**src/rtl/compute.sv**
```systemverilog
// compute: one 3-tap smoothing pass over a source RAM into an intermediate
// (int) RAM, followed by a copy of the int RAM back into the source RAM.
// int[i] = (s[i-1] + 2*s[i] + s[i+1]) >>> 2, with out-of-range neighbours = 0.
//
// Memory interface: both RAMs have a 1-cycle registered read, so a read
// address presented in one cycle returns its data in the next cycle, and a
// write is taken at the rising edge where the write enable is high. There is
// no handshake; the run is paced entirely by the fixed read latency.
module compute #(
  parameter int LENGTH = 256
) (
  input  logic       clk,
  input  logic       reset,
  input  logic       START,
  input  logic [7:0] M10K_read_data_source,
  output logic [7:0] M10K_write_data_source_wire,
  output logic [7:0] M10K_read_address_source_wire,
  output logic [7:0] M10K_write_address_source_wire,
  output logic       M10K_write_source_wire,
  input  logic [7:0] M10K_read_data_int,
  output logic [7:0] M10K_write_data_int_wire,
  output logic [7:0] M10K_read_address_int_wire,
  output logic [7:0] M10K_write_address_int_wire,
  output logic       M10K_write_int_wire,
  output logic [1:0] state_dbg_o
);

  localparam logic [7:0] LAST = 8'(LENGTH - 1);

  typedef enum logic [1:0] {
    IDLE   = 2'd0,
    SMOOTH = 2'd1,
    COPY   = 2'd2,
    DONE   = 2'd3
  } state_t;

  state_t     state_q;
  logic       start_prev_q;
  // read issue: rd_en_q marks a valid read address on the active RAM port
  logic       rd_en_q;
  logic [7:0] src_raddr_q;
  logic [7:0] int_raddr_q;
  // read return: data for index d_idx_q is on the RAM q port while d_v_q
  logic       d_v_q;
  logic [7:0] d_idx_q;
  // sliding window: wa_q = s[j-2], wb_q = s[j-1] while s[j] is on q
  logic [7:0] wa_q;
  logic [7:0] wb_q;
  // tail_q: emit int[LENGTH-1]; fin_q: last write is on the bus, leave phase
  logic       tail_q;
  logic       fin_q;
  logic       src_we_q;
  logic [7:0] src_waddr_q;
  logic [7:0] src_wdata_q;
  logic       int_we_q;
  logic [7:0] int_waddr_q;
  logic [7:0] int_wdata_q;

  logic [9:0] sum_full;
  logic [9:0] sum_tail;

  // 10-bit signed window sums; bits [9:2] are the floor-divided-by-4 result
  always_comb begin
    sum_full = {{2{wa_q[7]}}, wa_q} + {wb_q[7], wb_q, 1'b0}
             + {{2{M10K_read_data_source[7]}}, M10K_read_data_source};
    sum_tail = {{2{wa_q[7]}}, wa_q} + {wb_q[7], wb_q, 1'b0};
  end

  // control FSM, read pipeline, window and all registered outputs
  always_ff @(posedge clk or negedge reset) begin
    if (!reset) begin
      state_q      <= IDLE;
      start_prev_q <= 1'b0;
      rd_en_q      <= 1'b0;
      src_raddr_q  <= '0;
      int_raddr_q  <= '0;
      d_v_q        <= 1'b0;
      d_idx_q      <= '0;
      wa_q         <= '0;
      wb_q         <= '0;
      tail_q       <= 1'b0;
      fin_q        <= 1'b0;
      src_we_q     <= 1'b0;
      src_waddr_q  <= '0;
      src_wdata_q  <= '0;
      int_we_q     <= 1'b0;
      int_waddr_q  <= '0;
      int_wdata_q  <= '0;
    end else begin
      start_prev_q <= START;
      d_v_q        <= rd_en_q;
      d_idx_q      <= (state_q == COPY) ? int_raddr_q : src_raddr_q;
      src_we_q     <= 1'b0;
      int_we_q     <= 1'b0;
      unique case (state_q)
        IDLE: begin
          if (START && !start_prev_q) begin
            state_q     <= SMOOTH;
            rd_en_q     <= 1'b1;
            src_raddr_q <= '0;
            wa_q        <= '0;
            wb_q        <= '0;
            tail_q      <= 1'b0;
            fin_q       <= 1'b0;
          end
        end
        SMOOTH: begin
          // issue source reads 0..LENGTH-1, then park the address at 0
          if (rd_en_q) begin
            if (src_raddr_q == LAST) begin
              rd_en_q     <= 1'b0;
              src_raddr_q <= '0;
            end else begin
              src_raddr_q <= src_raddr_q + 8'd1;
            end
          end
          // s[j] has arrived: shift window and emit int[j-1]
          if (d_v_q) begin
            wa_q <= wb_q;
            wb_q <= M10K_read_data_source;
            if (d_idx_q != 8'd0) begin
              int_we_q    <= 1'b1;
              int_waddr_q <= d_idx_q - 8'd1;
              int_wdata_q <= sum_full[9:2];
            end
            if (d_idx_q == LAST) tail_q <= 1'b1;
          end
          // last cell uses 0 as its right neighbour
          if (tail_q) begin
            tail_q      <= 1'b0;
            fin_q       <= 1'b1;
            int_we_q    <= 1'b1;
            int_waddr_q <= LAST;
            int_wdata_q <= sum_tail[9:2];
          end
          if (fin_q) begin
            fin_q       <= 1'b0;
            state_q     <= COPY;
            rd_en_q     <= 1'b1;
            int_raddr_q <= '0;
            int_waddr_q <= '0;
          end
        end
        COPY: begin
          if (rd_en_q) begin
            if (int_raddr_q == LAST) begin
              rd_en_q     <= 1'b0;
              int_raddr_q <= '0;
            end else begin
              int_raddr_q <= int_raddr_q + 8'd1;
            end
          end
          // int[j] has arrived: write it back to source[j]
          if (d_v_q) begin
            src_we_q    <= 1'b1;
            src_waddr_q <= d_idx_q;
            src_wdata_q <= M10K_read_data_int;
            if (d_idx_q == LAST) fin_q <= 1'b1;
          end
          if (fin_q) begin
            fin_q       <= 1'b0;
            state_q     <= DONE;
            src_waddr_q <= '0;
          end
        end
        DONE: begin
          state_q <= IDLE;
        end
        default: state_q <= IDLE;
      endcase
    end
  end

  assign M10K_write_data_source_wire    = src_wdata_q;
  assign M10K_read_address_source_wire  = src_raddr_q;
  assign M10K_write_address_source_wire = src_waddr_q;
  assign M10K_write_source_wire         = src_we_q;
  assign M10K_write_data_int_wire       = int_wdata_q;
  assign M10K_read_address_int_wire     = int_raddr_q;
  assign M10K_write_address_int_wire    = int_waddr_q;
  assign M10K_write_int_wire            = int_we_q;
  assign state_dbg_o                    = state_q;

endmodule

```
**config.mk**
```make
export PLATFORM = sky130hd
export DESIGN_NAME = compute
export DESIGN_NICKNAME = d
export VERILOG_FILES = /design/src/rtl/compute.sv
export SDC_FILE = /design/constraint.sdc
export NUM_CORES = 1
export LEC_CHECK = 0
export CAP_MARGIN = 20
export CORE_MARGIN = 2
export CORE_UTILIZATION = 31
export DETAILED_ROUTE_END_ITERATION = 8
export GPL_ROUTABILITY_DRIVEN = 0
export PLACE_DENSITY_LB_ADDON = 0.3
export SETUP_SLACK_MARGIN = 0.4
export SYNTH_ARGS = -nofsm -noshare
export SYNTH_HDL_FRONTEND = slang
export SYNTH_SLANG_ARGS = --single-unit
```
**constraint.sdc**
```tcl
create_clock -name clk -period 3.48 [get_ports clk]
set_input_delay 0.696 -clock clk [delete_from_list [all_inputs] [get_ports clk]]
set_output_delay 0.696 -clock clk [all_outputs]
set_load 0.01 [all_outputs]
```
; Word-level counts from Yosys, hierarchy flattened
; Index checks and enable logic that the tools add are counted.
; Widths: inputs -> output; s select.
[word_totals]
ram_bits = 0
wordCells = 104
mem_count = 0
latch_bits = 0
output_inout_bits = 52
reg_bits = 81
mem_bits_ro = 0
[classes]
order_cmp = 0
bitwise_logic = 0
div_mod_pow = 0
eq_ne = 12
n_addsub = 5
reduce_logical = 22
shift = 0
multipliers = 0
muxes = 48
[ops]
columns = operator, n
row1 = $mux 8, 18
row2 = $pmux 8 s2, 4
row3 = $eq 8x8->1 const B, 3
row4 = $mux 1, 19
row5 = $reduce_and 3->1, 6
row6 = $add 8x1->8 const B, 2
row7 = $ne 2x2->1 const B, 6
row8 = $add 10x10->10, 1
row9 = $add 8x9->10, 1
row10 = $reduce_bool 2->1, 5
row11 = $reduce_bool 3->1, 3
row12 = $pmux 2 s4, 1
row13 = $reduce_and 2->1, 4
row14 = $reduce_bool 8->1, 1
row15 = $sub 8x1->8 const B, 1
row16 = $mux 2, 3
row17 = $pmux 1 s3, 2
row18 = $eq 2x2->1 const B, 2
row19 = $eq 2x1->1 const B, 1
row20 = $logic_not 2->1, 1
row21 = $pmux 1 s2, 1
row22 = $logic_and 1x1->1, 1
row23 = $logic_not 1->1, 1

; Logic depth before layout (Yosys ltp)
[depth]
depth_word = 5
mapped_depth = 12

; Worst setup path before layout
; OpenSTA, ideal clock, no wires.
[synth_path]
path_type = register to register
from = register wa_q[1]
to = register int_wdata_q[7], in the netlist M10K_write_data_int_wire[7]
setup_slack_ns = 0.543
path_buffers = 0
arrival_ns = 2.845
period_less_slack_ns = 2.937
setup_ns = 0.092
path_stages_with_launch = 13
cell_sequence = dfrtp_1 -> ha_1 -> fa_1 -> a21o_1 -> o2bb2ai_1 -> o21a_1 -> nor2_1 -> ha_1 -> a21o_1 -> a21o_1 -> or3_1 -> and4_4 -> o31ai_2
[synth_between]
elab_chain_cells = 5
[synth_lines]
columns = item, line
row1 = start: declaration, 47  ; logic [7:0] wa_q;
row2 = start signal: assignment, 119  ; wa_q <= wb_q;
row3 = $add 8x9->10 *, "64, 66"
row4 = $add 10x10->10, 65  ; + {{2{M10K_read_data_source[7]}}, M10K_read_data_source};
row5 = $mux 8, 121  ; if (d_idx_q != 8'd0) begin
row6 = $mux 8, 118  ; if (d_v_q) begin
row7 = $mux 8 *, 129  ; if (tail_q) begin
row8 = end signal: assignment, 124  ; int_wdata_q <= sum_full[9:2];
row9 = end signal: assignment, 134  ; int_wdata_q <= sum_tail[9:2];
row10 = end: declaration, 57  ; logic [7:0] int_wdata_q;
; Every way passes the cells marked *; elsewhere a longest branch is shown, timed or not. The select of a mux whose other input is x is not followed.
; A chain may end at the register's enable or synchronous reset.

; Worst setup path in the final report
[layout_path]
from = register wb_q[0]
to = register int_wdata_q[7], in the netlist M10K_write_data_int_wire[7]
[layout_between]
elab_chain_cells = 5
[layout_lines]
columns = item, line
row1 = start: declaration, 48  ; logic [7:0] wb_q;
row2 = start signal: assignment, 120  ; wb_q <= M10K_read_data_source;
row3 = $add 8x9->10 *, "64, 66"
row4 = $add 10x10->10, 65
row5 = $mux 8, 121
row6 = $mux 8, 118
row7 = $mux 8 *, 129
; Marked as above.

==> summary.md <==
| Metric | Value |
|---|---|
| Largest net degree at the start of global routing | 82 |
| Async SR Flop Fraction | 100.0% |
| First-pass iteration count of the detailed router | 4 |
| Worst path most repeated cell | a21o_1 |
| Area grow syn2layout | 31.81% |
| Die Ht | 122.3 um |
| Period utilization | 87.43% |
| Unique cell type count in the Yosys netlist | 53 |
| Area taken by multi-input logic gates | 0.002263 mm^2 |
| Final Slew Violations | 0 |
| Clk root buf | clkbuf_16 |
| GR Overflow Total | 0 |
| Synthesized net count | 500 |
| Top FF cell, synth | dfrtp_1 |
| Setup Skew | 0.007885 ns |
| Worst Setup SP | wb_q[0] |
| Final WL | 10410 um |
| Mapped Cells | 454 |
| CP peak stage delay | 0.41 ns |
| Vias | 3548 |
| Initial antenna violation count | 0 |
| Reg area | 0.002027 mm^2 |
| CTS tree | built |
| Headroom to the max-slew limit | 55.79% |
| Synth Cell Area | 0.004338 mm^2 |
| Final Setup Violations | 0 |
| I/O Buffers | 70 |
| Commonest non-fill, non-tap cell in the layout | dfrtp_1 |
| Later-pin clock latency in the skew report | 0.35 ns |
| Die W | 122.3 um |
| Worst hold slack | 0.1898 ns |
| Share of layout cells above drive strength 1 | 14.15% |
| CTS clk-pin slew, worst paths | 0.06 ns |
| Setup crit start kind | flop |
| Worst-path cell chain | ha_4 > fa_2 > a21o_1 > o2bb2ai_2 > o21a_1 > nor2_2 > ha_4 > a21o_1 > a21o_1 > or3_4 > and4_4 > o31ai_2 |
| Nets | 578 |
| Avg Vias per Cell | 4.948 |
| Residual DRC | 0 |
| Commonest non-fill, non-tap cells in the layout | dfrtp_1, nand2_1, clkdlybuf4s50_1 |
| Endpoints failing hold | 0 |
| MaxCap Viol Count | 0 |
| Static leakage | 2.612 nW |
| Setup TNS | 0 ns |
| DR WL/cell | 14.52 um |
| Critical path class | flop to flop |
| Avg Synthesized Cell Area | 9.555 um^2 |
| EDFF count, synth | 0 |
| CP Capture Type | flop |
| Status | finished, final reports clean |
| Largest family of logic cells by synthesized area | compound AO/OA/AOI/OAI gates |
| CTS Buf Count | 9 |
| Slowest CP cell | dfrtp_1 |
| Post-Synth Adder-Cell Area | 7.961% |
| Worst Max-Slew Pin Slew | 0.6632 ns |
| Core area | 0.01377 mm^2 |
| Synth Area in Simple Gates | 16.27% |
| H-tree depth | 3 |
| Initial Util | 31.50% |
| Post-route ant nets | 0 |
| P per Cell Area | 818.9 mW/mm^2 |
| Highest Clock Rate | 328.7 MHz |
| Vias in the first global route | 3575 |
| Filler Cells Inserted | 1406 |
| Worst IR Drop VDD | 0.3085 mV |
| Diode count | 0 |
| DP Wirelength | 7567 um |
| Clock Sinks | 81 |
| Post-synthesis sequential area ratio | 46.73% |
| Boundary Pins | 71 |
| Crit path buf inv count | 0 |
| Multiplexer share of the synthesized area | 4.615% |
| Final min period | 3.043 ns |
| DIE AREA | 0.01496 mm^2 |
| Critical Path RT | 3.74 ns |
| Total of warnings raised by yosys | 0 |
| Crit path DAT | 3.30 ns |
| First-pass GRT wire length | 17370 um |
| Hold Crit Class | input pin to async pin |
| Worst r2r src | wb_q[0] |
| Compound-cell area share of the yosys netlist | 17.57% |
| Row count | 43 |
| Cell family with most CP delay | compound AO/OA/AOI/OAI gates |
| Starting DRC count in detailed routing | 187 |
| Crit-path max FO | 2 |
| Unrepaired setup endpoints after global routing | yes |
| Clk buf depth | 2 |
| GRT Resource Usage Total | 15.03% |
| CTS Hold Bufs | 0 |
| Yosys reg bits | 81 |
| Xor and xnor fraction of the mapped netlist area | 3.432% |
-- path summary, 6_finish.rpt --
kind                                                     to  slack [ns]  cells past startpoint
setup reg to reg                M10K_write_data_int_wire[7]        0.44                     12
hold / removal             M10K_read_address_source_wire[3]        0.19                      1
max in group asynchronous    M10K_write_address_int_wire[2]        2.70                      2
hold reg to reg                                       d_v_q        0.46                      0
min in group clk                                      d_v_q        0.46                      0
setup / recovery                M10K_write_data_int_wire[7]        0.44                     12
-- sequential cells by signal, indices dropped and copies added, names as in the netlist --
name	count
M10K_read_address_int_wire	8
M10K_read_address_source_wire	8
M10K_write_address_int_wire	8
M10K_write_address_source_wire	8
M10K_write_data_int_wire	8
M10K_write_data_source_wire	8
M10K_write_int_wire	1
M10K_write_source_wire	1
d_idx_q	8
d_v_q	1
fin_q	1
rd_en_q	1
start_prev_q	1
state_dbg_o	2
tail_q	1
wa_q	8
wb_q	8
-- what timing repair did --
action / in CTS / in global routing
buffers inserted: 2 / 3
pin swaps: 2 / 14
endpoints found under the setup margin: 1 / 3
resized for setup: 2 / 18
-- Yosys cell counts, types with 3 or more instances --
library cell	number	share of area [%]
and3_1	5	0.72
nand3_1	11	1.3
nor3_1	6	0.69
o21a_1	3	0.52
a21oi_1	14	1.6
ha_1	26	7.5
nand2b_1	7	1.0
buf_2	5	0.58
o21ai_1	3	0.35
or2_2	3	0.43
nor2b_1	6	0.87
a21o_1	11	1.9
o22ai_1	9	1.3
nor2_1	18	1.6
nand2_1	78	6.7
inv_1	20	1.7
nand4_1	3	0.43
xnor2_1	7	1.4
clkbuf_1	11	0.95
mux2_2	16	4.2
o31ai_1	6	1.0
or3_1	3	0.43
a2bb2oi_1	8	1.6
o21ai_0	50	5.8
dfrtp_1	81	47
xor2_1	10	2.0
a31oi_1	4	0.58
-- stage by stage --
step | power [mW] | std cells | util, % | area, um^2 | worst slack (ns)
floorplan | 2.784 | 454 | - | 4338 | 0.5432
global placement | 3.578 | 695 | 38.15 | 5255 | 0.4355
detailed placement | 3.649 | 695 | 38.15 | 5255 | 0.3601
CTS | 4.663 | 713 | 40.49 | 5577 | 0.4254
global route | 5.067 | 717 | 41.52 | 5718 | 0.3270
finish | 4.683 | 717 | 41.52 | 5718 | 0.4374
-- per-layer routing --
layer	GRT usage, %	wire length (um)	vias to the layer above
met5	0	0	-
met4	7.328	265	0
met3	4.461	504	22
met2	23.23	4814	72
met1	19.20	4829	1705
li1	-	-	1749
-- cells by family (layout without fill, tap and decap cells) --
| logic type | Yosys count | count (layout) |
|---|---|---|
| AOI/OAI and AO/OA | 122 | 122 |
| xor gates and xnor gates | 17 | 17 |
| adders and majority gates | 27 | 27 |
| buffers and inverters | 38 | 121 |
| DFF | 81 | 81 |
| muxes | 18 | 18 |
| and+or+nand+nor | 151 | 151 |
-- area by class of cell --
cell class | instances | share of cell area, %
inverters | 20 | 1.313
clock inverters | 6 | 1.182
flip-flops and latches | 81 | 35.45
clock buffers | 10 | 4.004
multi-input cells | 335 | 39.58
well taps | 180 | 3.939
repair buffers | 85 | 14.53
-- power breakdown --
group | leakage, nW | internal [mW] | switching [mW] | total, mW
sequential | 1.05 | 1.22 | 0.214 | 1.44
clock | 0.144 | 0.560 | 0.400 | 0.960
combinational | 1.42 | 1.12 | 1.17 | 2.29
total | 2.61 | 2.90 | 1.79 | 4.68
No activity file was read; power rests on OpenSTA's default activity.
==> variant, RTL diff (config.mk and constraints unchanged) <==
Reset style: synchronous (`reset`), changed in one clocked block.
--- a/src/rtl/compute.sv
+++ b/src/rtl/compute.sv
@@ -68,5 +68,5 @@
 
   // control FSM, read pipeline, window and all registered outputs
-  always_ff @(posedge clk or negedge reset) begin
+  always_ff @(posedge clk) begin
     if (!reset) begin
       state_q      <= IDLE;
Formal check against the unedited RTL: differs if reset is asserted again (counterexample within 4 cycles, from zero or initial values and one cycle with reset low); with reset held inactive, the same outputs for 4 cycles.
==> variant against the unedited design <==
Sequential share of layout area down 5.6 points. Sequential cell count stayed put. Final area is 4.7% lower. Worst setup slack gained 110 ps. Area after synthesis fell by 2.6%. Highest routed layer unchanged. Largest cell class unchanged. Synthesized cell count increased by 12%. Routed wire length rose by 4.7%.
Power is not compared: it rests on default switching activity, and its combinational part moved more than twofold at a synthesized area within 25%.
==> variant: results (changes against the unedited design) <==
* 1st-iter DRT viols at 303 (was 187)
* Met1 Usage GRT at 0.194 (was 0.192)
* GRT Overall Usage at 0.153 (was 0.150)
* Worst-path fanout max at 5 (was 2)
* Min-delay worst type: flip-flop to flip-flop (was input port to async pin)
* Largest net degree at the start of global routing at 27 (was 82)
* Hpwl dp at 8130 um (was 7570 um)
* Sequential cell area at 0.00162 mm^2 (was 0.00203 mm^2)
* XOR/XNOR share of the synthesized area at 0.0414 (was 0.0343)
* Placed cells at 736 (was 695)
* # resized after CTS at 1 (was 2)
* Layout clock buffers at 11 (was 10)
* Clock network area share at 0.0544 (was 0.0519)
* Adder-Cell Fraction of Synth Area at 0.0817 (was 0.0796)
* Clock skew at 5.94 ps (was 7.89 ps)
* Nets at 619 (was 578)
* Post-synth top cells: dfxtp_1 (81), nor2_1 (68), nand2_1 (58) (was dfrtp_1 (81), nand2_1 (78), o21ai_0 (50))
* Multi-input logic portion of the cell area at 0.453 (was 0.396)
* Netlist cell types at 59 (was 53)
* Synth Instances at 507 (was 454)
* Sequential-to-total area share from yosys stat at 0.384 (was 0.467)
* Arr. time, crit path at 3190 ps (was 3300 ps)
* Signal buffers at 78 (was 85)
* Wl on met1 at 5110 um (was 4830 um)
* Inverters, non-clock at 21 (was 20)
* Fillcell total at 1295 (was 1406)
* Post-DP Area at 0.00509 mm^2 (was 0.00526 mm^2)
* Ranking of synthesized cells by area: dfxtp_1 (38%), ha_1 (7.7%), nor2_1 (6.0%) (was dfrtp_1 (47%), ha_1 (7.5%), nand2_1 (6.7%))
* Compound-gate portion of the synthesized area at 0.205 (was 0.176)
* Comb. pwr at 709 uW
* Synth async-reset ratio at 0 (was 1.00)
* Wire per inst at 14.5 um (about the same)
* IO Port Bufs at 70 (unchanged)
* Worst slew margin at 0.321 (was 0.558)
* Layout cell share with drive strength beyond 1 at 0.0779 (was 0.142)
* Top_reg_cell synth: dfxtp_1 (was dfrtp_1)
* Clock Tree Buf Depth at 2 (unchanged)
* Setup Fix Bufs, Post-CTS at 0 (was 2)
* Met3 Use GR at 0.0354 (was 0.0446)
* Met3 wire length at 526 um (was 504 um)
* Data buffer area share at 0.140 (was 0.145)
* Vias in the first global route at 3703 (was 3575)
* Synth Net Count at 553 (was 500)
* P&R area growth vs syn at 28.9% (was 31.8%)
* First-pass GRT wire length at 17800 um (was 17400 um)
* Worst setup path start: wa_q[1] (was wb_q[0])
* Drt pass-1 iters at 5 (was 4)
* Status: finished, final reports clean (unchanged)
* Multi-input logic cell count at 382 (was 335)
* Met2 usage at 0.255 (was 0.232)
* Met2 wire length at 5100 um (was 4810 um)
* Via Count at 3797 (was 3548)
* Dpl ws at 375 ps (was 360 ps)
## variant: worst paths after layout
| path | endpoint | slack (ps) | cells after the start |
|---|---|---|---|
| setup / recovery | M10K_write_data_int_wire[5] | 540 | 12 |
| setup reg to reg | M10K_write_data_int_wire[5] | 540 | 12 |
| hold / removal | M10K_write_data_source_wire[0] | 450 | 2 |
| hold reg to reg | M10K_write_data_source_wire[0] | 450 | 2 |
## variant: critical path, cell delays in order (launching register included)
cell and delay (ps):
dfxtp_1 320, ha_2 210, fa_2 360, a21oi_2 160
o21bai_1 100, xor2_1 190, ha_1 340, nand3_1 100
a21oi_1 60, or2_4 270, o21ai_2 140, mux2_2 360
a221oi_2 250
## variant: cells by family (layout without fill, tap and decap cells)
family          Yosys count  count (layout)
simple gates            192             192
compound gates          130             130
flops                    81              81
buf+inv                  44             115
fa+ha+maj                27              27
xor+xnor                 20              20
mux                      13              13
